## src/rtl/axis_eth_tx_framer.sv

```systemverilog
// Ethernet TX framer: AXI-Stream bytes in, GMII-style bytes out with preamble/SFD,
// zero padding, CRC-32 FCS and inter-frame gap; ce_i sets the byte-slot rate.
module axis_eth_tx_framer #(
    parameter int PREAMBLE_LEN = 7,
    parameter int MIN_PAYLOAD  = 60,
    parameter int IFG_LEN      = 12,
    parameter bit PAD_EN       = 1'b1,
    parameter bit CRC_EN       = 1'b1,
    parameter int CNT_WIDTH    = 16
) (
    input  logic                 clk_i,
    input  logic                 rst_i,
    input  logic                 ce_i,
    input  logic [7:0]           s_axis_tdata,
    input  logic                 s_axis_tvalid,
    output logic                 s_axis_tready,
    input  logic                 s_axis_tlast,
    input  logic                 s_axis_tuser,
    output logic [7:0]           gmii_txd,
    output logic                 gmii_tx_en,
    output logic                 gmii_tx_er,
    output logic                 busy_o,
    output logic [CNT_WIDTH-1:0] frame_cnt_o,
    output logic [CNT_WIDTH-1:0] err_cnt_o
);

    localparam int SLOT_W = 16;
    localparam int BC_W   = (MIN_PAYLOAD < 1) ? 1 : $clog2(MIN_PAYLOAD + 1);

    localparam logic [SLOT_W-1:0] PRE_LAST  = SLOT_W'(PREAMBLE_LEN - 1);
    localparam logic [SLOT_W-1:0] IFG_LAST  = SLOT_W'(IFG_LEN - 1);
    localparam logic [BC_W-1:0]   BC_MAX    = BC_W'(MIN_PAYLOAD);
    localparam logic [31:0]       CRC_INIT  = 32'hFFFF_FFFF;
    localparam logic [31:0]       CRC_POLY  = 32'hEDB8_8320;
    localparam logic [7:0]        PRE_BYTE  = 8'h55;
    localparam logic [7:0]        SFD_BYTE  = 8'hD5;

    typedef enum logic [2:0] {
        ST_IDLE,
        ST_PRE,
        ST_SFD,
        ST_DATA,
        ST_PAD,
        ST_FCS,
        ST_DRAIN,
        ST_IFG
    } state_t;

    state_t               state, state_n;
    logic [31:0]          crc, crc_n;
    logic [BC_W-1:0]      byte_cnt, byte_cnt_n, bc_inc;
    logic [SLOT_W-1:0]    slot_cnt, slot_cnt_n;
    logic [7:0]           txd_n;
    logic                 tx_en_n, tx_er_n;
    logic [CNT_WIDTH-1:0] frame_cnt_n, err_cnt_n;
    logic [31:0]          fcs;

    // Reflected CRC-32, one byte per call, LSB of the byte processed first.
    function automatic logic [31:0] crc_byte(input logic [31:0] c, input logic [7:0] d);
        logic [31:0] r;
        r = c ^ {24'h000000, d};
        for (int i = 0; i < 8; i++) begin
            r = r[0] ? ((r >> 1) ^ CRC_POLY) : (r >> 1);
        end
        return r;
    endfunction

    // tready is combinational so that it tracks ce_i within the same clock.
    assign s_axis_tready = ce_i && !rst_i && (state == ST_DATA || state == ST_DRAIN);
    assign busy_o        = (state != ST_IDLE);

    always_comb begin
        state_n     = state;
        crc_n       = crc;
        byte_cnt_n  = byte_cnt;
        slot_cnt_n  = slot_cnt;
        txd_n       = 8'h00;
        tx_en_n     = 1'b0;
        tx_er_n     = 1'b0;
        frame_cnt_n = frame_cnt_o;
        err_cnt_n   = err_cnt_o;
        fcs         = ~crc;
        bc_inc      = (byte_cnt == BC_MAX) ? byte_cnt : byte_cnt + 1'b1;

        case (state)
            ST_IDLE: begin
                crc_n      = CRC_INIT;
                byte_cnt_n = '0;
                slot_cnt_n = '0;
                if (s_axis_tvalid) begin
                    txd_n      = PRE_BYTE;
                    tx_en_n    = 1'b1;
                    slot_cnt_n = SLOT_W'(1);
                    state_n    = (PREAMBLE_LEN == 1) ? ST_SFD : ST_PRE;
                end
            end
            ST_PRE: begin
                txd_n      = PRE_BYTE;
                tx_en_n    = 1'b1;
                slot_cnt_n = slot_cnt + 1'b1;
                if (slot_cnt >= PRE_LAST) begin
                    state_n = ST_SFD;
                end
            end
            ST_SFD: begin
                txd_n   = SFD_BYTE;
                tx_en_n = 1'b1;
                state_n = ST_DATA;
            end
            ST_DATA: begin
                tx_en_n = 1'b1;
                if (s_axis_tvalid) begin
                    txd_n      = s_axis_tdata;
                    crc_n      = crc_byte(crc, s_axis_tdata);
                    byte_cnt_n = bc_inc;
                    if (s_axis_tlast) begin
                        slot_cnt_n = '0;
                        if (s_axis_tuser) begin
                            tx_er_n   = 1'b1;
                            err_cnt_n = err_cnt_o + 1'b1;
                            state_n   = ST_IFG;
                        end else if (PAD_EN && (bc_inc < BC_MAX)) begin
                            state_n = ST_PAD;
                        end else if (CRC_EN) begin
                            state_n = ST_FCS;
                        end else begin
                            frame_cnt_n = frame_cnt_o + 1'b1;
                            state_n     = ST_IFG;
                        end
                    end
                end else begin
                    // Source ran dry mid-frame: poison this slot and discard the rest.
                    tx_er_n   = 1'b1;
                    err_cnt_n = err_cnt_o + 1'b1;
                    state_n   = ST_DRAIN;
                end
            end
            ST_PAD: begin
                tx_en_n    = 1'b1;
                crc_n      = crc_byte(crc, 8'h00);
                byte_cnt_n = bc_inc;
                if (bc_inc == BC_MAX) begin
                    slot_cnt_n = '0;
                    if (CRC_EN) begin
                        state_n = ST_FCS;
                    end else begin
                        frame_cnt_n = frame_cnt_o + 1'b1;
                        state_n     = ST_IFG;
                    end
                end
            end
            ST_FCS: begin
                tx_en_n = 1'b1;
                case (slot_cnt[1:0])
                    2'd0:    txd_n = fcs[7:0];
                    2'd1:    txd_n = fcs[15:8];
                    2'd2:    txd_n = fcs[23:16];
                    default: txd_n = fcs[31:24];
                endcase
                if (slot_cnt[1:0] == 2'd3) begin
                    slot_cnt_n  = '0;
                    frame_cnt_n = frame_cnt_o + 1'b1;
                    state_n     = ST_IFG;
                end else begin
                    slot_cnt_n = slot_cnt + 1'b1;
                end
            end
            ST_DRAIN: begin
                if (s_axis_tvalid && s_axis_tlast) begin
                    slot_cnt_n = '0;
                    state_n    = ST_IFG;
                end
            end
            ST_IFG: begin
                if (slot_cnt >= IFG_LAST) begin
                    state_n = ST_IDLE;
                end else begin
                    slot_cnt_n = slot_cnt + 1'b1;
                end
            end
            default: begin
                state_n = ST_IDLE;
            end
        endcase
    end

    // Everything advances only on an enabled byte slot; ce_i=0 freezes the outputs.
    always_ff @(posedge clk_i) begin
        if (rst_i) begin
            state       <= ST_IDLE;
            crc         <= CRC_INIT;
            byte_cnt    <= '0;
            slot_cnt    <= '0;
            gmii_txd    <= 8'h00;
            gmii_tx_en  <= 1'b0;
            gmii_tx_er  <= 1'b0;
            frame_cnt_o <= '0;
            err_cnt_o   <= '0;
        end else if (ce_i) begin
            state       <= state_n;
            crc         <= crc_n;
            byte_cnt    <= byte_cnt_n;
            slot_cnt    <= slot_cnt_n;
            gmii_txd    <= txd_n;
            gmii_tx_en  <= tx_en_n;
            gmii_tx_er  <= tx_er_n;
            frame_cnt_o <= frame_cnt_n;
            err_cnt_o   <= err_cnt_n;
        end
    end

endmodule

```

## config.mk

```make
export PLATFORM = sky130hd
export DESIGN_NAME = axis_eth_tx_framer
export DESIGN_NICKNAME = d
export VERILOG_FILES = /design/src/rtl/axis_eth_tx_framer.sv
export SDC_FILE = /design/constraint.sdc
export NUM_CORES = 1
export LEC_CHECK = 0
export ABC_CLOCK_PERIOD_IN_PS = 2810
export CORE_ASPECT_RATIO = 2
export CORE_MARGIN = 2
export CORE_UTILIZATION = 55
export CTS_BUF_LIST = sky130_fd_sc_hd__clkbuf_16
export DETAILED_ROUTE_END_ITERATION = 8
export PLACE_DENSITY = 0.75
export SLEW_MARGIN = 40
export SYNTH_ARGS = -nofsm -noshare
export SYNTH_HDL_FRONTEND = slang
export SYNTH_SLANG_ARGS = --single-unit
```

## constraint.sdc

```tcl
create_clock -name clk_i -period 2.81 [get_ports clk_i]
set_input_delay 0.281 -clock clk_i [delete_from_list [all_inputs] [get_ports clk_i]]
set_output_delay 0.281 -clock clk_i [all_outputs]
set_load 0.005 [all_outputs]
```

==> results by group, run 1 <==
Synthesis
  – Most common cell in the netlist: dfxtp_1
  – Share of the synthesized area in the top cell type: 29.8%
  – Post-Synthesis Cell Area: 6660 um2
  – Post-synth ARST share: 0%
  – Synth top area cells: dfxtp_1 30%, xnor2_1 13%, xor2_1 6.4%
  – Post-synth top cells: 99 x dfxtp_1, 96 x xnor2_1, 83 x nor2_1
  – Cell variety after synth: 68
  – YS warnings: 0
  – Seq/Total Area, Yosys: 29.8%
  – EDFF count, synth: 0
  – Syn_area_per_cell: roughly 8 um2
  – Flops & latches, synth: 99
  – Largest area contributor in the netlist: dfxtp_1
  – Mapped Cells: 820
  – Synth Net Count: 843
  – Post-synth top flop: dfxtp_1

Detailed routing
  – Via-per-instance ratio: around 6.4
  – 1st-iter DRT viols: 519
  – Final wirelength: 22700 um
  – Router iterations before antenna repair: 5
  – DR DRC count: 0
  – Vias: 6623
  – Avg WL per Cell: around 22 um
  – Post-route ant nets: 0

Die
  – Height of the chip: 160 um
  – Die area: 13100 um2
  – Num ports: a little under 60
  – Die width: around 82 um
  – Initial Utilization: 56.6%
  – Core Box Area: 11800 um2
  – FP Rows: 56

Clock tree
  – CTS tree: yes
  – Post-CTS sizing: 0
  – Clock Tree Buf Depth: 2
  – Clock latency on the worst-skew pair: ~0.35 ns
  – TritonCTS buffer count: 9
  – Setup bufs post-CTS: 0
  – Hold Buf Count CTS: 0
  – Reg clk slew, reported paths: 0.07 ns
  – H-tree depth: 3
  – CTS Sinks: 99
  – CTS Root Buffer Type: clkbuf_16

GRT
  – Vias in the first global route: 6489
  – Initial antenna violation count: 0
  – Largest net degree at the start of global routing: 45
  – M3 GR Usage: around 9.1%
  – Global-route met2 utilization: 59.2%
  – Grt ovf: 0
  – Top Usage Layer GRT: met2
  – Tot GR Track Use: 35.5%
  – Grt met1 use: 35.4%
  – First-pass GRT wire length: 34900 um

Layout
  – Post-Route Utilization: 66.4%
  – Layout area overhead: 17.5%
  – Nets: ~900
  – N_diodes: 0
  – Fillers: 1056
  – Layout cells sized above 1: just under 9%

Setup path
  – Crit-path max FO: 10
  – CP Cell Sequence: xnor2_1, xnor2_2, xor2_2, xnor3_1, o221ai_1, o21a_1
  – CP Capture Type: flop
  – Crit path DAT: 2.93 ns
  – Largest stage delay on the critical path: around 0.81 ns
  – Startpoint Class: flop
  – Worst path slowest cell: dfxtp_1
  – WP data required: 3.10 ns
  – Reg-to-reg endpoint: crc[23]$_SDFFE_PP1P_
  – Setup crit start: crc[3]$_SDFFE_PP1P_
  – Flop-to-flop setup slack: ~0.17 ns
  – Reg-to-reg startpoint: crc[3]$_SDFFE_PP1P_
  – Setup CP Type: reg2reg
  – R2r worst-path depth: 6

Timing
  – Setup Viol. Count Final: 0
  – Max Freq: approximately 380 MHz
  – Slew margin rel.: about 49%
  – RSZ-0062 raised after global routing: no
  – Final min period: 2.64 ns
  – Final TNS setup: 0 ns
  – Final Hold Fails: 0
  – Final Skew: 0.0109 ns
  – Actual slew at the worst max-slew pin: 0.754 ns
  – Final setup margin: 0.173 ns
  – Slew Viols, Final: 0
  – Final period util: 93.8%

Pwr
  – Leakage Power: 2.74 nW
  – Worst vdd ir: 333 uV
  – PwrDens: between 400 and 500 nW/um2

Worst hold path
  – Origin of the worst min-delay path: rst_i
  – Hold path cells: 3
  – WHS Endpoint: crc[15]$_SDFFE_PP1P_
  – Hold Path Class: in2reg

Outcome
  – Status: finished, final reports clean

Place
  – Detailed Place HPWL: 16500 um
  – Placer Congestion: 1.00
  – Dpl ws: 0.261 ns
  – IO buf count: 57

Job
  – Max-cap violations: 0
-- worst max path at each step --
stage,depth (start not counted),end
2_1_floorplan,10,slot_cnt[15]$_SDFFE_PP0P_
3_3_place_gp,8,crc[29]$_SDFFE_PP1P_
3_5_place_dp,6,err_cnt_o[14]$_SDFFE_PP0P_
4_1_cts,7,slot_cnt[5]$_SDFFE_PP0P_
5_1_grt,7,slot_cnt[15]$_SDFFE_PP0P_
6_report,6,crc[23]$_SDFFE_PP1P_
-- registers in the layout, indices dropped and copies added (netlist names) --
name and count:
byte_cnt 6, crc 32, err_cnt_o 16, frame_cnt_o 16
gmii_tx_en 1, gmii_tx_er 1, gmii_txd 8, slot_cnt 16
state 3
-- power by group --
part	switching, mW	internal [mW]	leakage [nW]
clock network	0.594	0.696	0.144
registers	0.0539	1.44	0.803
logic	0.518	0.410	1.80
-- stage by stage --
stage / hold WS, ns / cells / total power [mW] / cell area, um2
after CTS: 0.408 / 1030 / 3.68 / 7820
after floorplan: 0.448 / 820 / 2.12 / 6660
after detailed placement: 0.465 / 1014 / 2.41 / 7510
after global routing: 0.444 / 1031 / 3.83 / 7820
final: 0.418 / 1031 / 3.71 / 7820
after global placement: 0.454 / 1014 / 2.39 / 7510
-- worst max-delay path: cells and delay by family, from the launching register on --
family	cells	cell delay, ns
AO/OA/AOI/OAI	2	0.34
flip-flops	1	0.81
XOR/XNOR	4	1.41
-- layout by cell type (no fill, tap or decap), drive strengths merged, types with 4 or more instances in the layout --
master,count
xor2,50
nand2,56
o221ai,10
nor2,83
a211oi,13
ha,9
and3,14
buf,49
or3,6
nor4,5
a21oi,63
clkbuf,10
inv,22
xnor2,105
o22ai,12
o21ai,40
nand4b,4
and2,5
nor3,25
clkdlybuf4s50,56
nand3,29
nor2b,18
xnor3,4
nand3b,5
o21a,6
nand4,12
dfxtp,99
a31oi,8
a221oi,10
o211ai,7
-- kinds of logic after synthesis --
family | after synthesis | share of synthesized area [%]
AOI/OAI and AO/OA | 194 | 18.5
xor gates and xnor gates | 159 | 23.5
adders and majority gates | 9 | 1.69
buffers and inverters | 76 | 5.07
DFF | 99 | 29.8
muxes | 3 | 0.451
and+or+nand+nor | 280 | 20.9
-- per-layer routing --
layer	routed length [um]	part of all wire, %
met5	0	0
met4	2180	9.6
met3	1640	7.2
met2	11400	50
met1	7510	33
-- final cells by class --
type	count	area (um2)	share of cell area (%)
Multi-Input combinational cell	645	4340	55.5
Tap cell	145	181	2.32
Sequential cell	99	1980	25.3
Clock buffer	9	225	2.88
Timing Repair Buffer	106	943	12.1
Inverter	20	75.1	0.960
Clock inverter	7	75.1	0.960
Power figures use the tool's default switching activity.
==> inputs of run 2 (changes only) <==
--- a/config.mk
+++ b/config.mk
@@ -8,10 +8,10 @@
 export ABC_CLOCK_PERIOD_IN_PS = 2810
 export CORE_ASPECT_RATIO = 2
 export CORE_MARGIN = 2
-export CORE_UTILIZATION = 55
+export CORE_UTILIZATION = 30
 export CTS_BUF_LIST = sky130_fd_sc_hd__clkbuf_16
 export DETAILED_ROUTE_END_ITERATION = 8
-export PLACE_DENSITY = 0.75
+export PLACE_DENSITY = 0.45
 export SLEW_MARGIN = 40
 export SYNTH_ARGS = -nofsm -noshare
 export SYNTH_HDL_FRONTEND = slang
==> results by group, run 2 (synthesis gave the netlist of run 1 again) <==
Outcome
  – Status: finished, final reports clean

Timing
  – Final period util: 87.5% (-6.4 points)
  – Final TNS setup: 0 ns (unchanged)
  – Slew margin rel.: 49.4% (about the same)
  – Setup Viol. Count Final: 0 (unchanged)
  – Final min period: 2.46 ns (-0.178 ns)
  – Final setup margin: 0.352 ns (+0.178 ns)
  – RSZ-0062 raised after global routing: no
  – Final Skew: 0.0113 ns (+0.000396 ns)
  – Actual slew at the worst max-slew pin: 0.754 ns (+0.000170 ns)
  – Slew Viols, Final: 0 (unchanged)
  – Max Freq: 407 MHz (+7.3%)
  – Final Hold Fails: 0 (unchanged)

Clock tree
  – Clock Tree Buf Depth: 2 (unchanged)
  – CTS Sinks: 99 (unchanged)
  – Reg clk slew, reported paths: 0.07 ns (about the same)
  – CTS Root Buffer Type: clkbuf_16
  – Hold Buf Count CTS: 0 (unchanged)
  – TritonCTS buffer count: 9 (unchanged)
  – Setup bufs post-CTS: 0 (unchanged)
  – Clock latency on the worst-skew pair: 0.38 ns (+0.03 ns)
  – H-tree depth: 3 (unchanged)
  – Post-CTS sizing: 0 (unchanged)
  – CTS tree: yes

Worst hold path
  – Hold Path Class: in2reg

Layout
  – Commonest non-fill, non-tap cells in the layout: 99 x dfxtp_1, 96 x xnor2_1, 83 x nor2_1, 63 x a21oi_1
  – Max reg flops: 32 (unchanged)
  – Layout cells sized above 1: 9.74% (+0.83 points)
  – Final Cell Area: 8040 um2 (+2.8%)
  – Most common cell after layout, fill and taps aside: dfxtp_1
  – Multi-input gate area: 4340 um2 (about the same)
  – Fillers: 2334 (+120%)
  – Reg area: 1980 um2 (unchanged)
  – N_diodes: 0 (unchanged)
  – Layout area overhead: 20.8%
  – Top reg by flops: crc
  – Nets: 911 (+0.77%)

GRT
  – Initial antenna violation count: 1 (+1)
  – Vias in the first global route: 6250 (-3.7%)
  – Largest net degree at the start of global routing: 46 (+2.2%)
  – First-pass GRT wire length: 37100 um (+6.3%)
  – Tot GR Track Use: 21.5% (-14 points)
  – Grt ovf: 0 (unchanged)

Pwr
  – Sequential Power Share: 40.5% (+0.3 points)
  – Clk network pwr share: 34.8% (about the same)
  – Leakage Power: 2.78 nW (+1.2%)
  – Switching Fraction: 33.2% (+1.7 points)
  – Tot Pwr: 3.67 mW (-1.1%)
  – Psw: 1.22 mW (+4.4%)
  – PwrDens: 456 nW/um2 (-3.8%)
  – Worst vdd ir: 232 uV (-30%)
  – Internal cell power: 2.45 mW (-3.6%)
  – Comb pwr share: 24.7% (-0.3 points)

Setup path
  – Flop-to-flop setup slack: 0.35 ns (+0.18 ns)
  – Worst path slowest cell: or4b_1
  – WP data required: 3.12 ns (+0.02 ns)
  – CP Cell Sequence: ha_1, o21ai_0, a31oi_1, o2111ai_1, a21o_1, or4b_1, a21oi_1
  – Startpoint Class: flop
  – Crit-path max FO: 10 (unchanged)
  – CP Capture Type: flop
  – Crit path DAT: 2.77 ns (-0.16 ns)
  – Largest stage delay on the critical path: 0.54 ns (-0.27 ns)
  – Setup CP Type: reg2reg

Detailed routing
  – Via-per-instance ratio: 5.31 (-17%)
  – Avg WL per Cell: 20.9 um (-5.1%)
  – 1st-iter DRT viols: 218 (-58%)
  – Post-route ant nets: 0 (unchanged)
  – Final wirelength: 24500 um (+7.6%)
  – Router iterations before antenna repair: 5 (unchanged)
  – DR DRC count: 0 (unchanged)
  – Vias: 6205 (-6.3%)

Die
  – Die width: 109 um (+34%)
  – Core Box Area: 22000 um2 (+87%)
  – Height of the chip: 215 um (+35%)
  – Die area: 23500 um2 (+80%)
  – FP Rows: 77 (+38%)
  – Initial Utilization: 30.3% (-26 points)
  – Num ports: 58 (unchanged)

Place
  – Detailed Place HPWL: 18500 um (+12%)
  – Placer Congestion: 0.892 (-11%)
  – IO buf count: 57 (unchanged)
  – Area after DPL: 7750 um2 (+3.2%)
  – Dpl ws: 0.148 ns (-0.114 ns)

Job
  – Max-cap violations: 0 (unchanged)
run 2: final cells by class:
| cell class | instances | share of cell area, % |
|---|---|---|
| Tap cell | 276 | 4.30 |
| Timing Repair Buffer | 113 | 12.6 |
| Sequential cell | 99 | 24.6 |
| Multi-Input combinational cell | 645 | 54.0 |
| Clock inverter | 7 | 0.747 |
| Inverter | 20 | 0.934 |
| Clock buffer | 9 | 2.80 |
run 2: routing by layer:
layer / wire (um) / track usage, % / share of wire [%]
met3: 950 / 4.10 / 3.9
met4: 1410 / 13.3 / 5.8
met1: 8370 / 20.6 / 34
met5: 0 / 0 / 0
met2: 13700 / 40.3 / 56
run 2: worst paths after layout:
| kind | from | endpoint | cells after the start |
|---|---|---|---|
| worst min-delay path | rst_i | crc[15]$_SDFFE_PP1P_ | 3 |
| worst max register to register | byte_cnt[1]$_SDFFE_PP0P_ | slot_cnt[11]$_SDFFE_PP0P_ | 7 |
| worst max-delay path | byte_cnt[1]$_SDFFE_PP0P_ | slot_cnt[11]$_SDFFE_PP0P_ | 7 |
| worst min register to register | gmii_txd[6]$_SDFFE_PP0P_ | gmii_txd[6]$_SDFFE_PP0P_ | 2 |
run 2: worst max-delay path: cells and delay by family (launching register included):
kind	cells	cell delay, ns
flops	1	0.46
fa+ha+maj	1	0.30
simple gates	1	0.54
compound gates	5	1.09
run 2: power by group through the flow:
| stage | Combinational (mW) | Sequential (mW) | Clock [mW] |
|---|---|---|---|
| after floorplan | 0.624 | 1.50 | 0 |
| after CTS | 0.904 | 1.49 | 1.32 |
| after global placement | 0.903 | 1.52 | 0 |
| after detailed placement | 0.899 | 1.52 | 0 |
| final | 0.906 | 1.49 | 1.28 |
| after global routing | 0.966 | 1.49 | 1.37 |
run 2: metrics by stage:
stage          std cells  utilization, %  hold slack [ns]
6_report            1169            36.6            0.423
5_1_grt             1169            36.6            0.421
4_1_cts             1169            36.6            0.419
3_5_place_dp        1153            35.3            0.460
3_3_place_gp        1153            35.3            0.453
2_1_floorplan        820               -            0.448
